<file path="src/rtl/video_out_gen_if.sv">
// ---------------------------------------------------------------------------
// video_out_gen_if
// FIFO read-side handshake between the output FIFO (first-word-fall-through)
// and the video output generator.
//
// Signals:
//   fifo_empty : FIFO has no word; data_in is invalid while high
//   data_in    : FWFT head word, [31:24] is the first pixel on screen
//   r_e        : pop strobe, one clk pulse per consumed word
//
// Modports:
//   master : the consumer (video_out_gen) - drives r_e
//   slave  : the FIFO - drives fifo_empty and data_in
// ---------------------------------------------------------------------------
interface video_out_gen_if;
    logic        fifo_empty;
    logic [31:0] data_in;
    logic        r_e;

    modport master (
        input  fifo_empty,
        input  data_in,
        output r_e
    );

    modport slave (
        output fifo_empty,
        output data_in,
        input  r_e
    );
endinterface

</file>
<file path="src/rtl/video_out_gen.sv">
// ---------------------------------------------------------------------------
// video_out_gen
// Transmit-side video timing generator. Pops 32-bit packed pixel words from
// a FWFT FIFO, unpacks each into four 8-bit pixels (MSB byte first) and
// drives pixel_out with line_valid/frame_valid framing, one pixel per clk,
// followed by horizontal and vertical blanking.
//
// Ports:
//   clk         : pixel clock, all logic on posedge
//   RST         : asynchronous active-high reset
//   enable      : start/continue frame generation, sampled at frame boundaries
//   fifo        : FIFO read handshake (fifo_empty, data_in, r_e)
//   line_valid  : high during the active pixels of an active line
//   frame_valid : high for the whole period of every active line
//   pixel_out   : current pixel, 0x00 whenever line_valid is low
//   underrun    : sticky flag, set when a word is needed and the FIFO is empty
// ---------------------------------------------------------------------------
module video_out_gen #(
    parameter int unsigned p_WIDTH  = 640,
    parameter int unsigned p_HEIGHT = 480,
    parameter int unsigned p_LSYNC  = 160,
    parameter int unsigned p_FSYNC  = 40
) (
    input  logic            clk,
    input  logic            RST,
    input  logic            enable,
    video_out_gen_if.master fifo,
    output logic            line_valid,
    output logic            frame_valid,
    output logic [7:0]      pixel_out,
    output logic            underrun
);

    // Last counter values of a line / frame and the active-region limits.
    localparam logic [9:0] H_LAST = 10'(p_WIDTH + p_LSYNC - 1);
    localparam logic [9:0] V_LAST = 10'(p_HEIGHT + p_FSYNC - 1);
    localparam logic [9:0] H_ACT  = 10'(p_WIDTH);
    localparam logic [9:0] V_ACT  = 10'(p_HEIGHT);

    typedef enum logic {
        IDLE = 1'b0,
        RUN  = 1'b1
    } state_t;

    state_t      state;
    state_t      state_nxt;

    logic [9:0]  h_cnt;
    logic [9:0]  v_cnt;
    logic [23:0] shift_q;

    logic        running;
    logic        active;
    logic        grp_start;
    logic        frame_end;
    logic        pop;

    assign running   = (state == RUN);
    assign active    = running && (h_cnt < H_ACT) && (v_cnt < V_ACT);
    assign grp_start = (h_cnt[1:0] == 2'b00);
    assign frame_end = (h_cnt == H_LAST) && (v_cnt == V_LAST);

    // -----------------------------------------------------------------------
    // FSM state register
    // -----------------------------------------------------------------------
    always_ff @(posedge clk or posedge RST) begin
        if (RST) begin
            state <= IDLE;
        end else begin
            state <= state_nxt;
        end
    end

    // -----------------------------------------------------------------------
    // FSM next state and pop strobe. enable is only looked at while idle or
    // on the very last clk of a frame, so a frame always runs to completion.
    // -----------------------------------------------------------------------
    always_comb begin
        state_nxt = state;
        pop       = 1'b0;
        unique case (state)
            IDLE: begin
                if (enable && !fifo.fifo_empty) begin
                    state_nxt = RUN;
                end
            end
            RUN: begin
                if (frame_end && !enable) begin
                    state_nxt = IDLE;
                end
                pop = active && grp_start && !fifo.fifo_empty;
            end
            default: begin
                state_nxt = IDLE;
            end
        endcase
    end

    assign fifo.r_e = pop;

    // -----------------------------------------------------------------------
    // Raster counters: held at zero while idle, so the first RUN clk is
    // position (0,0).
    // -----------------------------------------------------------------------
    always_ff @(posedge clk or posedge RST) begin
        if (RST) begin
            h_cnt <= '0;
            v_cnt <= '0;
        end else if (running) begin
            if (h_cnt == H_LAST) begin
                h_cnt <= '0;
                if (v_cnt == V_LAST) begin
                    v_cnt <= '0;
                end else begin
                    v_cnt <= v_cnt + 10'd1;
                end
            end else begin
                h_cnt <= h_cnt + 10'd1;
            end
        end else begin
            h_cnt <= '0;
            v_cnt <= '0;
        end
    end

    // -----------------------------------------------------------------------
    // Registered outputs and unpacking. A missing word at a group start
    // clears the shift register, so the remaining three pixels of that group
    // come out as 0x00 without a separate "group failed" flag.
    // -----------------------------------------------------------------------
    always_ff @(posedge clk or posedge RST) begin
        if (RST) begin
            line_valid  <= 1'b0;
            frame_valid <= 1'b0;
            pixel_out   <= '0;
            shift_q     <= '0;
            underrun    <= 1'b0;
        end else begin
            line_valid  <= active;
            frame_valid <= running && (v_cnt < V_ACT);
            if (active) begin
                unique case (h_cnt[1:0])
                    2'd0: begin
                        if (pop) begin
                            pixel_out <= fifo.data_in[31:24];
                            shift_q   <= fifo.data_in[23:0];
                        end else begin
                            pixel_out <= '0;
                            shift_q   <= '0;
                            underrun  <= 1'b1;
                        end
                    end
                    2'd1:    pixel_out <= shift_q[23:16];
                    2'd2:    pixel_out <= shift_q[15:8];
                    default: pixel_out <= shift_q[7:0];
                endcase
            end else begin
                pixel_out <= '0;
            end
        end
    end

endmodule

</file>
<file path="src/flat_wrapper.sv">
// flat-port wrapper written by rule: the top's interface ports become plain ports
module video_out_gen_flat 
#(
    parameter int unsigned p_WIDTH  = 640,
    parameter int unsigned p_HEIGHT = 480,
    parameter int unsigned p_LSYNC  = 160,
    parameter int unsigned p_FSYNC  = 40
)
  (clk, RST, enable, line_valid, frame_valid, pixel_out, underrun, fifo_fifo_empty, fifo_data_in, fifo_r_e);
  video_out_gen_if fifo_i ();
  input  logic clk;
  input  logic RST;
  input  logic enable;
  output logic line_valid;
  output logic frame_valid;
  output logic [7:0] pixel_out;
  output logic underrun;
  input wire logic [$bits(fifo_i.fifo_empty)-1:0] fifo_fifo_empty;
  input wire logic [$bits(fifo_i.data_in)-1:0] fifo_data_in;
  output wire logic [$bits(fifo_i.r_e)-1:0] fifo_r_e;
  assign fifo_i.fifo_empty = fifo_fifo_empty;
  assign fifo_i.data_in = fifo_data_in;
  assign fifo_r_e = fifo_i.r_e;
  video_out_gen #(.p_WIDTH(p_WIDTH), .p_HEIGHT(p_HEIGHT), .p_LSYNC(p_LSYNC), .p_FSYNC(p_FSYNC)) u_core (.clk(clk), .RST(RST), .enable(enable), .fifo(fifo_i), .line_valid(line_valid), .frame_valid(frame_valid), .pixel_out(pixel_out), .underrun(underrun));
endmodule
</file>
<file path="config.mk">
export PLATFORM = sky130hd
export DESIGN_NAME = video_out_gen_flat
export DESIGN_NICKNAME = d
export VERILOG_FILES = /design/src/rtl/video_out_gen_if.sv /design/src/rtl/video_out_gen.sv /design/src/flat_wrapper.sv
export SDC_FILE = /design/constraint.sdc
export NUM_CORES = 1
export LEC_CHECK = 0
export BUFFER_PORTS_ARGS = -buffer_cell sky130_fd_sc_hd__buf_4
export CAP_MARGIN = 20
export CORE_MARGIN = 2
export CORE_UTILIZATION = 35
export CTS_BUF_LIST = sky130_fd_sc_hd__clkbuf_4
export DETAILED_ROUTE_END_ITERATION = 8
export RECOVER_POWER = 25
export SLEW_MARGIN = 20
export SYNTH_ARGS = -nofsm -noshare
export SYNTH_HDL_FRONTEND = slang
export SYNTH_SLANG_ARGS = --single-unit
</file>
<file path="constraint.sdc">
create_clock -name clk -period 2.35 [get_ports clk]
set_input_delay 0.1175 -clock clk [delete_from_list [all_inputs] [get_ports clk]]
set_output_delay 0.1175 -clock clk [all_outputs]
set_load 0.01 [all_outputs]
</file>
# After elaboration in Yosys (flattened, before gate mapping)
# Index checks and enable logic that the tools add are counted.
dict set report word_totals {
  ff_bits 56
  latchBits 0
  ramBits 0
  mem_bits_ro 0
  in_bits 36
  output_inout_bits 12
  elab_cells 45
  mem_count 0
}
dict set report op_classes {
  add_sub_neg 2
  mul 0
  div_mod_pow 0
  n_lt_le_gt_ge 2
  eq_ne 5
  shift 0
  n_mux 13
  bitwise_logic 2
  reduce_logical 13
}
# operator n
set op_table {}
lappend op_table {{$mux 10} 5}
lappend op_table {{$mux 24} 1}
lappend op_table {{$pmux 8 s3} 1}
lappend op_table {{$add 10x1->10 const B} 2}
lappend op_table {{$eq 10x10->1 const B} 2}
lappend op_table {{$mux 8} 2}
lappend op_table {{$lt 10x10->1 const B} 1}
lappend op_table {{$lt 10x9->1 const B} 1}
lappend op_table {{$logic_and 1x1->1} 8}
lappend op_table {{$mux 1} 3}
lappend op_table {{$reduce_and 3->1} 1}
lappend op_table {{$eq 2x1->1 const B} 1}
lappend op_table {{$eq 2x2->1 const B} 1}
lappend op_table {{$logic_not 1->1} 2}
lappend op_table {{$logic_not 2->1} 1}
lappend op_table {{$ne 2x2->1 const B} 1}
lappend op_table {{$not 1->1} 2}
lappend op_table {{$pmux 1 s2} 1}
lappend op_table {{$reduce_and 2->1} 1}

# Longest topological paths before layout
dict set report depth {
  depth_word 9
  ltp_mapped 8
  ltp_nobuf 6
}

# Worst setup path before layout
# No wires, ideal clock.
dict set report synth_timing {
  kind {reg2reg}
  start {register u_core.h_cnt[0]}
  end {register u_core.v_cnt[9]}
  setup_ps 130
  t_arrival_ps 1704
  required_ps 2220
  path_slack_ps 516
  stages_incl_launch_ff 7
  n_path_buf 1
  synth_period_minus_slack_ps 1834
  cell_sequence {dfrtp_1 > ha_1 > clkbuf_1 > nand4_1 > o31ai_4 > o21ai_0 > o2bb2ai_1}
}
dict set report synth_between {
  elab_chain_cells 2
}
# item line
set synth_rtl {}
lappend synth_rtl {{start: declaration} video_out_gen.sv:48} ;# logic [9:0] h_cnt;
lappend synth_rtl {{start signal: assignment} video_out_gen.sv:118} ;# h_cnt <= h_cnt + 10'd1;
lappend synth_rtl {{$eq 10x10->1} video_out_gen.sv:110} ;# if (h_cnt == H_LAST) begin
lappend synth_rtl {{$ne 2x2->1 (no source line)} n/a}
lappend synth_rtl {{end signal: assignment} video_out_gen.sv:115} ;# v_cnt <= v_cnt + 10'd1;
lappend synth_rtl {{end: declaration} video_out_gen.sv:49} ;# logic [9:0] v_cnt;
# Every way passes these cells.
# A chain may end at the register's enable or synchronous reset.

# Worst setup path in the final report
dict set report layout_timing {
  start {register u_core.h_cnt[0]}
  end {register u_core.v_cnt[6]}
}
# Same word-level chain as after synthesis.

==> summary.txt <==
Outcome
  • Result of the run: completed

Logic synthesis
  • Share of the synthesized area in the top cell type: 0.530
  • Largest area contributor in the netlist: sky130_fd_sc_hd__dfrtp_1
  • Synth top area cells: sky130_fd_sc_hd__dfrtp_1 53%, sky130_fd_sc_hd__a22o_1 6.3%, sky130_fd_sc_hd__a221oi_1 5.3%
  • Avg Cell Area, Syn: 11.6 um^2
  • Instance count of the mapped netlist: 228
  • Flops & latches, synth: 56
  • Post-synth ARST share: 1.00
  • Yosys cell types: 47
  • Number of flops mapped to enable cells by yosys: 0
  • Yosys warning total: 0
  • Proportion of synthesized chip area in sequential cells: 0.530
  • Synth Net Count: 269
  • Synthesized area: 2650 um^2
  • Main synth FF type: sky130_fd_sc_hd__dfrtp_1

Worst setup path
  • Cell depth of the worst flop-to-flop path: 5
  • Setup crit start kind: flop
  • CP max FO: 7
  • Critical R2R Capture: u_core.v_cnt[6]$_DFFE_PP0P_
  • Setup slack on the worst flop-to-flop path: 320 ps
  • Arrival time of the worst setup path: 2340 ps
  • Startpoint of the most critical register-to-register path: u_core.h_cnt[0]$_DFF_PP0_
  • CP required: 2660 ps
  • Crit path capture type: flop
  • Critical path type: flop to flop

Routing
  • Wire length reported by the detailed router: 6460 um
  • Number of search-and-repair iterations in the first detailed-routing pass: 6
  • DRC: 0
  • First-iteration detailed-routing DRC count: 82
  • Vias: 2112
  • Number of nets with antenna violations after detailed routing: 0
  • WL/cell: 15.8 um
  • Vias/cell: 5.15

Min path
  • End point of the worst hold path: u_core.shift_q[6]$_DFFE_PP0N_
  • Hold wc startpoint: fifo_data_in[6]
  • Number of cells on the worst hold path: 3
  • Worst min-delay path class: input pin to flop

Global routing
  • Maximum number of pins on one net before global-route repair: 34
  • Global-route total usage across every layer: 0.164
  • Initial antenna violation count: 0
  • First-pass GRT wire length: 11000 um
  • GR Overflow Total: 0
  • Number of global-route vias before repair: 2135

Floorplan
  • Chip width: 90.9 um
  • Initial Util: 0.363
  • Die Ht: 90.9 um
  • Area enclosed by the die boundary: 8270 um^2
  • Placeable Area: 7290 um^2
  • Number of standard-cell rows in the floorplan: 31
  • Num ports: 48

Cells and area
  • Post-route cell area: 3500 um^2
  • Fillers: 666
  • Share of final-layout standard cells stronger than drive strength 1: 0.235
  • Most frequent standard cell in the layout excluding fill and tap cells: sky130_fd_sc_hd__dfrtp_1
  • Net count reported at finish: 351
  • Final Non-Filler Cells: 410
  • Area growth from synthesis to layout: 32.4%
  • Commonest cells after routing, fill and taps aside: 56 x sky130_fd_sc_hd__dfrtp_1, 45 x sky130_fd_sc_hd__buf_4, 35 x sky130_fd_sc_hd__dlygate4sd3_1
  • Antenna diodes: 0

CTS
  • Clock Pin Slew Worst Setup and Hold Paths: 160 ps
  • Clock insertion delay at the later pin of the skew report: 370 ps
  • H-tree depth: 2
  • Number of buffers inserted during clock tree synthesis: 5
  • Master cell of the clock root buffer: sky130_fd_sc_hd__clkbuf_4
  • TritonCTS clock tree: built
  • Clock sinks: 56
  • Deepest clock path buffer count: 2
  • Post-CTS Repair Setup Buffers: 0

Timing
  • Final hold slack: 488 ps
  • Unrepaired setup endpoints after global routing: no
  • Setup total negative slack: 0 ps
  • Slew Limit Fails: 0
  • Normalized max-slew margin: 0.347
  • Transition time of the tightest slew-check pin: 978 ps
  • Skew final: 11.6 ps
  • Top achievable clock speed: 0.493 GHz
  • Minimum period implied by the final worst setup slack: 2030 ps
  • Endpoints failing setup: 0
  • Final Cycle Share: 0.863
  • Final hold violation count: 0

Power
  • Internal power: 1.33 mW
  • Clk pwr share: 0.313
  • Fraction of power spent switching nets: 0.217
  • P_leak: 1.50 nW
  • P per Cell Area: 487 nW/um^2
  • Switching power: 0.369 mW
  • Sum of internal, switching and leakage power: 1.70 mW
  • Combinational fraction of design power: 0.097
  • Worst-case vdd ir drop: 276 uV
  • Portion of total power attributed to sequential cells: 0.590

Place
  • Cells after DPL: 367
  • RD Place Congestion: 0.794
  • Port Buffer Count: 47
  • Area after detailed placement: 3090 um^2
  • DP Wirelength: 4310 um

Flow run
  • Max-cap check violation count: 0
## cell type report
cell class,instances,area (um^2),area share
clock buffers,6,45.0,0.0129
well taps,99,124,0.0354
repair buffers,87,734,0.210
inverters,15,61.3,0.0175
multi-input cells,145,1100,0.314
flip-flops and latches,56,1400,0.400
clock inverters,2,35.0,0.0100
## flip-flops by register name (all words and copies together), names as in the netlist
name	count
u_core.frame_valid	1
u_core.h_cnt	10
u_core.line_valid	1
u_core.pixel_out	8
u_core.running	1
u_core.shift_q	24
u_core.underrun	1
u_core.v_cnt	10
## per-stage QoR
| stage | setup WS (ps) | utilization |
|---|---|---|
| detailed placement | 341 | 0.424 |
| finish | 321 | 0.480 |
| CTS | 309 | 0.483 |
| global route | 150 | 0.480 |
| global placement | 406 | 0.424 |
| floorplan | 516 | - |
## cells by family after synthesis
family	after synthesis	share of synthesized area
and+or+nand+nor	68	0.156
xor gates and xnor gates	8	0.0265
AOI/OAI and AO/OA	64	0.211
adders and majority gates	5	0.0237
DFF	56	0.530
buffers and inverters	27	0.0535
## worst max path at each step
stage                                            from                           to  slack, ps  cells after the start
after floorplan             u_core.h_cnt[0]$_DFF_PP0_  u_core.v_cnt[9]$_DFFE_PP0P_        520                      6
after global placement    u_core.v_cnt[0]$_DFFE_PP0P_  u_core.v_cnt[9]$_DFFE_PP0P_        410                      5
after detailed placement  u_core.v_cnt[0]$_DFFE_PP0P_  u_core.v_cnt[9]$_DFFE_PP0P_        340                      5
after CTS                   u_core.h_cnt[0]$_DFF_PP0_                     fifo_r_e        310                      6
after global routing        u_core.h_cnt[0]$_DFF_PP0_  u_core.v_cnt[6]$_DFFE_PP0P_        150                      5
final                       u_core.h_cnt[0]$_DFF_PP0_  u_core.v_cnt[6]$_DFFE_PP0P_        320                      5
## timing repair
action	4_1_cts	5_1_grt
hold buffers	35	0
hold endpoints to repair	58	0
setup endpoints to repair	0	0
resized for setup	0	0
## cells in the mapped netlist (3+ instances only)
library cell                n
sky130_fd_sc_hd__buf_6      4
sky130_fd_sc_hd__a22o_1    19
sky130_fd_sc_hd__nor3_1     4
sky130_fd_sc_hd__dfrtp_1   56
sky130_fd_sc_hd__a21oi_1    5
sky130_fd_sc_hd__nor2_1    11
sky130_fd_sc_hd__a22o_2     5
sky130_fd_sc_hd__nand3_1    8
sky130_fd_sc_hd__buf_1      3
sky130_fd_sc_hd__xnor2_1    3
sky130_fd_sc_hd__o21ai_0    4
sky130_fd_sc_hd__or3_1      3
sky130_fd_sc_hd__nand2_1   18
sky130_fd_sc_hd__nand3b_1   3
sky130_fd_sc_hd__ha_1       5
sky130_fd_sc_hd__nand4_1    4
sky130_fd_sc_hd__xor2_1     5
sky130_fd_sc_hd__a221oi_1  16
sky130_fd_sc_hd__inv_1     13
sky130_fd_sc_hd__clkbuf_1   3
## critical path, cell delays in order, from the launching register on
cell and delay (ps):
sky130_fd_sc_hd__dfrtp_1 470, sky130_fd_sc_hd__ha_1 270, sky130_fd_sc_hd__and4_1 300, sky130_fd_sc_hd__nand3_1 240, sky130_fd_sc_hd__or4_1 560, sky130_fd_sc_hd__a21oi_1 130
## routing by layer
layer / part of all wire / track usage / wire length [um] / up-vias
met4: 0.0023 / 0.0341 / 15 / 0
met5: 0 / 0 / 0 / -
met3: 0.037 / 0.0357 / 242 / 2
met2: 0.51 / 0.269 / 3270 / 45
li1: - / - / - / 1019
met1: 0.45 / 0.224 / 2930 / 1046
## power groups by stage
stage	logic [mW]	registers (mW)	clock network, mW
after global placement	0.123	1.02	0
final	0.165	1.01	0.533
after global routing	0.181	1.01	0.587
after floorplan	0.0470	1.02	0
after CTS	0.171	1.01	0.551
after detailed placement	0.123	1.02	0
Power figures use the tool's default switching activity.
